===== src/rtl/intersection_light_sched_if.sv =====
`default_nettype none
// ============================================================================
//  Module      : intersection_light_sched_if
//  Description : Signal bundle for the intersection light scheduler.
//                The master side (environment or testbench) drives the
//                vehicle and pedestrian requests and observes the lamps.
//                The slave side (the scheduler) does the reverse.
//  Signals     : car_a, car_b, ped_req                      -> requests
//                a_green/a_yellow/a_red, b_green/b_yellow/b_red, walk_on
//                                                           -> lamps
//  Revision    : 1.0  initial release
// ============================================================================
interface intersection_light_sched_if;
    logic car_a;
    logic car_b;
    logic ped_req;
    logic a_green;
    logic a_yellow;
    logic a_red;
    logic b_green;
    logic b_yellow;
    logic b_red;
    logic walk_on;

    modport master (
        output car_a, car_b, ped_req,
        input  a_green, a_yellow, a_red, b_green, b_yellow, b_red, walk_on
    );

    modport slave (
        input  car_a, car_b, ped_req,
        output a_green, a_yellow, a_red, b_green, b_yellow, b_red, walk_on
    );
endinterface
`default_nettype wire


===== src/rtl/intersection_light_sched.sv =====
`default_nettype none
// ============================================================================
//  Module      : intersection_light_sched
//  Description : Moore FSM sequencing a two-direction intersection with a
//                pedestrian phase. Direction A rests in green until
//                direction B or a pedestrian asks for service; B gets a
//                fixed green; the walk phase follows the B all-red phase
//                when a pedestrian request is pending.
//  Ports       : clk    - clock, rising edge
//                reset  - synchronous active-high reset
//                bus    - slave modport of intersection_light_sched_if
//                         (requests in, lamps out)
//  Revision    : 1.0  initial release
// ============================================================================
module intersection_light_sched #(
    parameter int GREEN_CYCLES  = 4,
    parameter int YELLOW_CYCLES = 2,
    parameter int ALLRED_CYCLES = 1,
    parameter int WALK_CYCLES   = 3
) (
    input  wire logic                        clk,
    input  wire logic                        reset,
    intersection_light_sched_if.slave        bus
);

    // ------------------------------------------------------------------
    // Timer sizing: wide enough to hold the largest (duration - 1).
    // ------------------------------------------------------------------
    localparam int c_MAX_GY  = (GREEN_CYCLES  > YELLOW_CYCLES) ? GREEN_CYCLES  : YELLOW_CYCLES;
    localparam int c_MAX_AW  = (ALLRED_CYCLES > WALK_CYCLES)   ? ALLRED_CYCLES : WALK_CYCLES;
    localparam int c_MAX_DUR = (c_MAX_GY > c_MAX_AW) ? c_MAX_GY : c_MAX_AW;
    localparam int c_TW      = (c_MAX_DUR > 1) ? $clog2(c_MAX_DUR) : 1;

    localparam logic [c_TW-1:0] c_GREEN_LAST  = c_TW'(GREEN_CYCLES  - 1);
    localparam logic [c_TW-1:0] c_YELLOW_LAST = c_TW'(YELLOW_CYCLES - 1);
    localparam logic [c_TW-1:0] c_ALLRED_LAST = c_TW'(ALLRED_CYCLES - 1);
    localparam logic [c_TW-1:0] c_WALK_LAST   = c_TW'(WALK_CYCLES   - 1);
    localparam logic [c_TW-1:0] c_TIMER_MAX   = {c_TW{1'b1}};

    // ------------------------------------------------------------------
    // State encoding
    // ------------------------------------------------------------------
    localparam logic [2:0] c_A_GREEN   = 3'd0;
    localparam logic [2:0] c_A_YELLOW  = 3'd1;
    localparam logic [2:0] c_ALLRED_AB = 3'd2;
    localparam logic [2:0] c_B_GREEN   = 3'd3;
    localparam logic [2:0] c_B_YELLOW  = 3'd4;
    localparam logic [2:0] c_ALLRED_BA = 3'd5;
    localparam logic [2:0] c_WALK      = 3'd6;

    logic [2:0]      r_state;
    logic [2:0]      w_state_nxt;
    logic [c_TW-1:0] r_timer;
    logic            r_ped_pending;
    logic            w_state_chg;

    // ------------------------------------------------------------------
    // Next-state logic
    // ------------------------------------------------------------------
    always_comb begin
        w_state_nxt = r_state;
        case (r_state)
            c_A_GREEN: begin
                // A rests in green; only B traffic or a pedestrian ends it,
                // and only once the minimum green has elapsed. car_a never
                // matters here because A already holds the right of way.
                if ((r_timer >= c_GREEN_LAST) && (bus.car_b || r_ped_pending))
                    w_state_nxt = c_A_YELLOW;
            end
            c_A_YELLOW: begin
                if (r_timer == c_YELLOW_LAST)
                    w_state_nxt = c_ALLRED_AB;
            end
            c_ALLRED_AB: begin
                if (r_timer == c_ALLRED_LAST)
                    w_state_nxt = c_B_GREEN;
            end
            c_B_GREEN: begin
                if (r_timer == c_GREEN_LAST)
                    w_state_nxt = c_B_YELLOW;
            end
            c_B_YELLOW: begin
                if (r_timer == c_YELLOW_LAST)
                    w_state_nxt = c_ALLRED_BA;
            end
            c_ALLRED_BA: begin
                if (r_timer == c_ALLRED_LAST)
                    w_state_nxt = r_ped_pending ? c_WALK : c_A_GREEN;
            end
            c_WALK: begin
                if (r_timer == c_WALK_LAST)
                    w_state_nxt = c_A_GREEN;
            end
            default: w_state_nxt = c_A_GREEN;
        endcase
    end

    assign w_state_chg = (w_state_nxt != r_state);

    // ------------------------------------------------------------------
    // State, timer and pedestrian latch
    // ------------------------------------------------------------------
    always_ff @(posedge clk) begin
        if (reset) begin
            r_state       <= c_A_GREEN;
            r_timer       <= '0;
            r_ped_pending <= 1'b0;
        end else begin
            r_state <= w_state_nxt;

            if (w_state_chg)
                r_timer <= '0;
            else if (r_timer != c_TIMER_MAX)
                r_timer <= r_timer + 1'b1;

            // A new request on the edge that enters WALK is kept for the
            // following rotation, so the set term has priority.
            if (bus.ped_req)
                r_ped_pending <= 1'b1;
            else if (w_state_chg && (w_state_nxt == c_WALK))
                r_ped_pending <= 1'b0;
        end
    end

    // ------------------------------------------------------------------
    // Moore outputs
    // ------------------------------------------------------------------
    assign bus.a_green  = (r_state == c_A_GREEN);
    assign bus.a_yellow = (r_state == c_A_YELLOW);
    assign bus.a_red    = (r_state != c_A_GREEN) && (r_state != c_A_YELLOW);
    assign bus.b_green  = (r_state == c_B_GREEN);
    assign bus.b_yellow = (r_state == c_B_YELLOW);
    assign bus.b_red    = (r_state != c_B_GREEN) && (r_state != c_B_YELLOW);
    assign bus.walk_on  = (r_state == c_WALK);

endmodule
`default_nettype wire


===== src/flat_wrapper.sv =====
// flat-port wrapper written by rule: the top's interface ports become plain ports
module intersection_light_sched_flat 
#(
    parameter int GREEN_CYCLES  = 4,
    parameter int YELLOW_CYCLES = 2,
    parameter int ALLRED_CYCLES = 1,
    parameter int WALK_CYCLES   = 3
)
  (clk, reset, bus_car_a, bus_car_b, bus_ped_req, bus_a_green, bus_a_yellow, bus_a_red, bus_b_green, bus_b_yellow, bus_b_red, bus_walk_on);
  intersection_light_sched_if bus_i ();
  input  wire logic clk;
  input  wire logic reset;
  input wire logic [$bits(bus_i.car_a)-1:0] bus_car_a;
  input wire logic [$bits(bus_i.car_b)-1:0] bus_car_b;
  input wire logic [$bits(bus_i.ped_req)-1:0] bus_ped_req;
  output wire logic [$bits(bus_i.a_green)-1:0] bus_a_green;
  output wire logic [$bits(bus_i.a_yellow)-1:0] bus_a_yellow;
  output wire logic [$bits(bus_i.a_red)-1:0] bus_a_red;
  output wire logic [$bits(bus_i.b_green)-1:0] bus_b_green;
  output wire logic [$bits(bus_i.b_yellow)-1:0] bus_b_yellow;
  output wire logic [$bits(bus_i.b_red)-1:0] bus_b_red;
  output wire logic [$bits(bus_i.walk_on)-1:0] bus_walk_on;
  assign bus_i.car_a = bus_car_a;
  assign bus_i.car_b = bus_car_b;
  assign bus_i.ped_req = bus_ped_req;
  assign bus_a_green = bus_i.a_green;
  assign bus_a_yellow = bus_i.a_yellow;
  assign bus_a_red = bus_i.a_red;
  assign bus_b_green = bus_i.b_green;
  assign bus_b_yellow = bus_i.b_yellow;
  assign bus_b_red = bus_i.b_red;
  assign bus_walk_on = bus_i.walk_on;
  intersection_light_sched #(.GREEN_CYCLES(GREEN_CYCLES), .YELLOW_CYCLES(YELLOW_CYCLES), .ALLRED_CYCLES(ALLRED_CYCLES), .WALK_CYCLES(WALK_CYCLES)) u_core (.clk(clk), .reset(reset), .bus(bus_i));
endmodule

===== config.mk =====
export PLATFORM = sky130hd
export DESIGN_NAME = intersection_light_sched_flat
export DESIGN_NICKNAME = d
export VERILOG_FILES = /design/src/rtl/intersection_light_sched_if.sv /design/src/rtl/intersection_light_sched.sv /design/src/flat_wrapper.sv
export SDC_FILE = /design/constraint.sdc
export NUM_CORES = 1
export LEC_CHECK = 0
export ABC_AREA = 0
export BUFFER_PORTS_ARGS = -buffer_cell sky130_fd_sc_hd__buf_2
export CORE_MARGIN = 3
export CORE_UTILIZATION = 34
export DETAILED_ROUTE_END_ITERATION = 10
export GPL_TIMING_DRIVEN = 0
export HOLD_SLACK_MARGIN = 0.06
export SETUP_SLACK_MARGIN = 0.2
export SYNTH_ARGS = -nofsm -noshare
export SYNTH_HDL_FRONTEND = slang
export SYNTH_SLANG_ARGS = --single-unit

===== constraint.sdc =====
create_clock -name clk -period 1.62 [get_ports clk]
set_input_delay 0.324 -clock clk [delete_from_list [all_inputs] [get_ports clk]]
set_output_delay 0.324 -clock clk [all_outputs]
set_load 0.01 [all_outputs]

==> results of run 1 <==
==> cells in the mapped netlist (all sizes together) <==
| cell | number | area [sq um] |
|---|---|---|
| o311ai | 1 | 8.76 |
| inv | 6 | 22.5 |
| xor2 | 1 | 8.76 |
| and2b | 2 | 15.0 |
| o211ai | 1 | 7.51 |
| nor4b | 1 | 8.76 |
| nor3b | 2 | 15.0 |
| or4 | 2 | 18.8 |
| mux2i | 2 | 20.0 |
| and3 | 3 | 18.8 |
| nand2b | 1 | 6.26 |
| or2b | 1 | 7.51 |
| o21ai | 2 | 10.0 |
| a21oi | 4 | 20.0 |
| a2111oi | 1 | 8.76 |
| nand3b | 1 | 7.51 |
| nor2 | 10 | 37.5 |
| clkbuf | 1 | 3.75 |
| nor2b | 1 | 6.26 |
| nor4bb | 1 | 10.0 |
| buf | 3 | 15.0 |
| o31ai | 1 | 7.51 |
| or2 | 1 | 6.26 |
| ha | 5 | 62.6 |
| dfxtp | 6 | 120 |
| nand4bb | 1 | 11.3 |
| and4b | 1 | 10.0 |
| o211a | 1 | 10.0 |
| a211oi | 4 | 35.0 |
| a41oi | 1 | 8.76 |
==> worst reg2reg max path, cell delays in order, from the launching register on <==
cell and delay (ns):
dfxtp_4 0.38, inv_4 0.06, ha_4 0.16, and2b_1 0.16
or4_4 0.51, o211a_4 0.17, a211oi_2 0.16
==> path summary, 6_finish.rpt <==
kind	depth (start not counted)	slack, ns	end
hold reg to reg	2	0.60	u_core.r_ped_pending
setup / recovery	6	-0.05	u_core.r_ped_pending
setup reg to reg	6	-0.05	u_core.r_ped_pending
hold / removal	2	0.30	u_core.r_state[0]
==> layer usage <==
layer	vias to the layer above	share of wire, %
li1	290	-
met1	298	43
met2	12	53
met3	0	3.9
met4	0	0
met5	-	0
==> kinds of logic after synthesis <==
logic type      after synthesis  share of synthesized area, %
xor+xnor                      1                          1.60
simple gates                 28                          32.7
compound gates               16                          21.2
flops                         6                          21.9
fa+ha+maj                     5                          11.4
mux                           2                          3.65
buf+inv                      10                          7.53
==> final cells by class <==
| type | count | share of cell area (%) |
|---|---|---|
| plain buffers | 4 | 5.37 |
| clock buffers | 3 | 2.61 |
| inverters | 6 | 4.06 |
| multi-input cells | 52 | 55.4 |
| flip-flops and latches | 6 | 15.5 |
| well taps | 15 | 2.18 |
| repair buffers | 19 | 14.8 |
==> state kept, by name, indices dropped and copies added (netlist names) <==
| register | flops |
|---|---|
| u_core.r_state | 3 |
| u_core.r_timer | 2 |
| u_core.r_ped_pending | 1 |
==> placed cells by master, fill, tap and decap left out, types with 3 or more instances in the layout <==
| cell | netlist | layout |
|---|---|---|
| a21oi_1 | 4 | 4 |
| dfxtp_4 | 0 | 3 |
| inv_1 | 5 | 3 |
| buf_2 | 3 | 10 |
| clkbuf_4 | 0 | 3 |
| nor2_1 | 10 | 9 |
| buf_4 | 0 | 8 |
| buf_6 | 0 | 3 |
| ha_4 | 0 | 3 |
| and3_1 | 3 | 3 |
==> metrics by stage <==
stage / setup TNS (ns) / cells / utilization [%]
floorplan: 0 / 68 / -
global route: -0.181 / 105 / 61.6
finish: -0.0501 / 105 / 61.6
CTS: -0.0948 / 101 / 56.0
detailed placement: -0.0729 / 93 / 45.4
global placement: -0.0654 / 93 / 45.4
==> power by group through the flow <==
stage                     clock network, W  registers [W]  logic [W]
after global routing              0.000148       0.000309    0.00102
final                             0.000137       0.000304   0.000936
after CTS                         0.000143       0.000286   0.000805
after detailed placement                 0       0.000262   0.000583
after floorplan                          0       0.000241   0.000443
after global placement                   0       0.000257   0.000575
==> timing repair <==
action,in CTS,in global routing
pin swaps,2,2
setup buffers,5,4
setup endpoints to repair,11,11
resized for setup,25,11
==> results.ini, run 1 <==
[run_status]
outcome=finished, violations left
violations=negative setup slack

[critical_path]
required_ns=1.79
r2r-start=u_core.r_timer[1]
slowest_delay_ns=0.51
path_buf_inv=1
criticalPathCategory=reg -> reg
critPathLaunchType=flip-flop
path_cells=inv_4, ha_4, and2b_1, or4_4, o211a_4, a211oi_2
cp_slowest_cell=or4_4
crit_family=simple AND/OR/NAND/NOR gates
cp.arrival_ns=1.84
critPathLaunch=u_core.r_timer[1]
path_max_fanout=4
cp-end-kind=flip-flop

[synthesis]
syn_area_sq_um=548
synth_cell_types=33
postSynthCellCount=68
synth.avg_cell_area_sq_um=8.06
syn_nets=78
synth_seq_cells=6
ys_warn_count=0
yosysSeqAreaShare_pct=21.9

[flow_run]
drv_cap=0

[power_and_ir_drop]
internal_power_w=0.000784
p_sw_w=0.000592
power_w=0.00138
cellLeakagePower_nw=0.357
pwr-share-seq_pct=22.1
ir_worst_vdd_uv=857
p_clk_share_pct=9.9
power_density_mw_per_mm2=1600
swShare_pct=43.0
pwr-share-comb_pct=68.0

[global_route]
grt_pass1_vias=545
grt_max_degree=11
grtUsageMet1_pct=21.2
grt_util_met3_pct=7.03
met2_usage_pct=26.6
overflow=0
grt_pass1_wl_mm=2.48
grt_busiest_layer=met2
grt_antenna_before_repair=0
grt.total_usage_pct=16.6

[floorplanning]
dieWidth_microns=46.1
pin_count=12
die-area_sq_mm=0.00213
core_area_sq_mm=0.00140
start_util_pct=39.2
rows=13
die_y_microns=46.1

[routing]
wirelength_mm=1.58
drc=0
antenna_left=0
firstDrtPassIters=4
vias_per_cell=5.71
post_drt_wl_per_cell_microns=15.0
drt-initial-drc-count=17
vias=600

[place]
hpwlAfterDp_mm=1.02
gp_congestion=0.769
placed_area_sq_um=636
port-buffer-count=10
place_ws_ns=-0.0697

[layout]
multi_input_area_sq_um=478
fillers=137
fin_nets=102
area_growth_pct=57.3
drive_above_1_share_pct=54.4
fin_area_sq_um=862
antennaDiodeCount=0
seqCellArea_sq_um=134

[clocking]
cts_tree=done
cts_hold_buf=0
numCtsBuffers=3
insertion_delay_ns=0.25
cts_num_sinks=6
cts_htree_levels=1
ctsRootBufferMaster=clkbuf_4
clock_path_buffers=2
clkTransAtPathRegs_ns=0.05

[sta]
setup_viol=1
maxSlewViolCount=0
holdWs_ns=0.303
hold_viol=0
fin_crit_sh_pct=103
fmax_ghz=0.599
relSlewSlack_pct=74.1
rsz0062_at_grt=true
fin_ws_ns=-0.0501
min_period_ns=1.67
finClkSkew_ns=0.00556
tightestPinTransition_ns=0.382

[min_path]
min_from=reset
hold_path_class=in -> reg

(Power assumes the default switching activity.)
==> inputs of run 2 (changes only) <==
--- a/config.mk
+++ b/config.mk
@@ -13,6 +13,7 @@
 export GPL_TIMING_DRIVEN = 0
 export HOLD_SLACK_MARGIN = 0.06
 export SETUP_SLACK_MARGIN = 0.2
+export SKIP_CTS_REPAIR_TIMING = 1
 export SYNTH_ARGS = -nofsm -noshare
 export SYNTH_HDL_FRONTEND = slang
 export SYNTH_SLANG_ARGS = --single-unit
==> results.ini, run 2 (synthesis results as in run 1) <==
[run_status]
outcome=finished, violations left
violations=negative setup slack

[layout]
regMostFlops=u_core.r_state
final_common_cell=buf_2
antennaDiodeCount=0
fin_nets=102
area_growth_pct=55.9
largest_reg_flops=3
reg.largest.list=u_core.r_state (3), u_core.r_timer (2), u_core.r_ped_pending (1)
drive_above_1_share_pct=55.6
layout_common_cells=buf_2, nor2_1, buf_4

[floorplanning]
die-area_sq_mm=0.00213
rows=13
core_area_sq_mm=0.00140
pin_count=12
die_y_microns=46.1
start_util_pct=39.2
dieWidth_microns=46.1

[power_and_ir_drop]
p_sw_w=0.000597
cellLeakagePower_nw=0.353
pwr-share-comb_pct=68.4
swShare_pct=43.0
p_clk_share_pct=9.9
pwr-share-seq_pct=21.6
ir_worst_vdd_uv=903
internal_power_w=0.000791
power_density_mw_per_mm2=1630

[global_route]
grt_pass1_vias=476
grt_busiest_layer=met2
met2_usage_pct=23.4
overflow=0
grt_pass1_wl_mm=2.24
grt.total_usage_pct=15.1
grt_util_met3_pct=7.03
grt_antenna_before_repair=0
grtUsageMet1_pct=19.6
grt_max_degree=11

[routing]
antenna_left=0
vias_per_cell=5.62
wirelength_mm=1.54
drt-initial-drc-count=28
firstDrtPassIters=4
vias=590
drc=0
post_drt_wl_per_cell_microns=14.7

[sta]
fin_ws_ns=-0.0391
relSlewSlack_pct=75.8
min_period_ns=1.66
setup_viol=1
finClkSkew_ns=0.00446
hold_viol=0
rsz0062_at_grt=true
fin_crit_sh_pct=102
maxSlewViolCount=0
fin_tns_setup_ns=-0.0391
fmax_ghz=0.603
tightestPinTransition_ns=0.358

[critical_path]
criticalPathCategory=reg -> reg
crit_family=simple AND/OR/NAND/NOR gates
cp.arrival_ns=1.83
cp-end-kind=flip-flop
path_buf_inv=1
slowest_delay_ns=0.48
critPathLaunchType=flip-flop
cp_slowest_cell=or4_4
path_max_fanout=4
required_ns=1.79
path_cells=inv_4, ha_4, and3_4, or4_4, o211a_4, a211oi_2

[place]
gp_congestion=0.769
place_ws_ns=-0.0697
port-buffer-count=10
hpwlAfterDp_mm=1.02

[clocking]
clkTransAtPathRegs_ns=0.05
cts_num_sinks=6
ctsRootBufferMaster=clkbuf_4
cts_tree=done
numCtsBuffers=3
cts_htree_levels=1
insertion_delay_ns=0.25
clock_path_buffers=2

[flow_run]
drv_cap=0

[min_path]
hold_path_class=in -> reg

## run 2: area by class of cell
class / count / area [sq um]
plain buffers: 4 / 42.5
clock buffers: 3 / 22.5
fillers: 140 / 544
inverters: 6 / 35.0
multi-input cells: 52 / 484
flip-flops and latches: 6 / 134
well taps: 15 / 18.8
repair buffers: 19 / 118
## run 2: per-stage QoR
step	instance area (sq um)	total power (W)	hold WS, ns	instances	util, %
2_1_floorplan	567	0.000684	0.389	68	-
3_3_place_gp	636	0.000832	0.552	93	45.4
3_5_place_dp	636	0.000846	0.546	93	45.4
4_1_cts	658	0.000991	0.285	96	47.0
5_1_grt	855	0.00149	0.303	105	61.1
6_report	855	0.00139	0.298	105	61.1
## run 2: routing by layer
layer,vias up,wire (microns)
met4,0,8
met3,2,94
met2,19,803
li1,292,-
met5,-,0
met1,277,637
## run 2: power groups by stage
stage / logic [W] / registers, W / clock network [W]
3_3_place_gp: 0.000575 / 0.000257 / 0
6_report: 0.000950 / 0.000301 / 0.000138
4_1_cts: 0.000588 / 0.000259 / 0.000143
2_1_floorplan: 0.000443 / 0.000241 / 0
3_5_place_dp: 0.000583 / 0.000262 / 0
5_1_grt: 0.00104 / 0.000309 / 0.000147
## run 2: path summary, 6_finish.rpt
path	startpoint	to	slack (ns)	cells after the start
min	reset	u_core.r_ped_pending	0.30	2
max	u_core.r_timer[0]	u_core.r_ped_pending	-0.04	6
min reg2reg	u_core.r_ped_pending	u_core.r_ped_pending	0.59	2
max reg2reg	u_core.r_timer[0]	u_core.r_ped_pending	-0.04	6
## run 2: worst register-to-register path: stages, from the launching register on
cell	delay, ns
dfxtp_4	0.40
inv_4	0.06
ha_4	0.16
and3_4	0.17
or4_4	0.48
o211a_4	0.16
a211oi_2	0.16
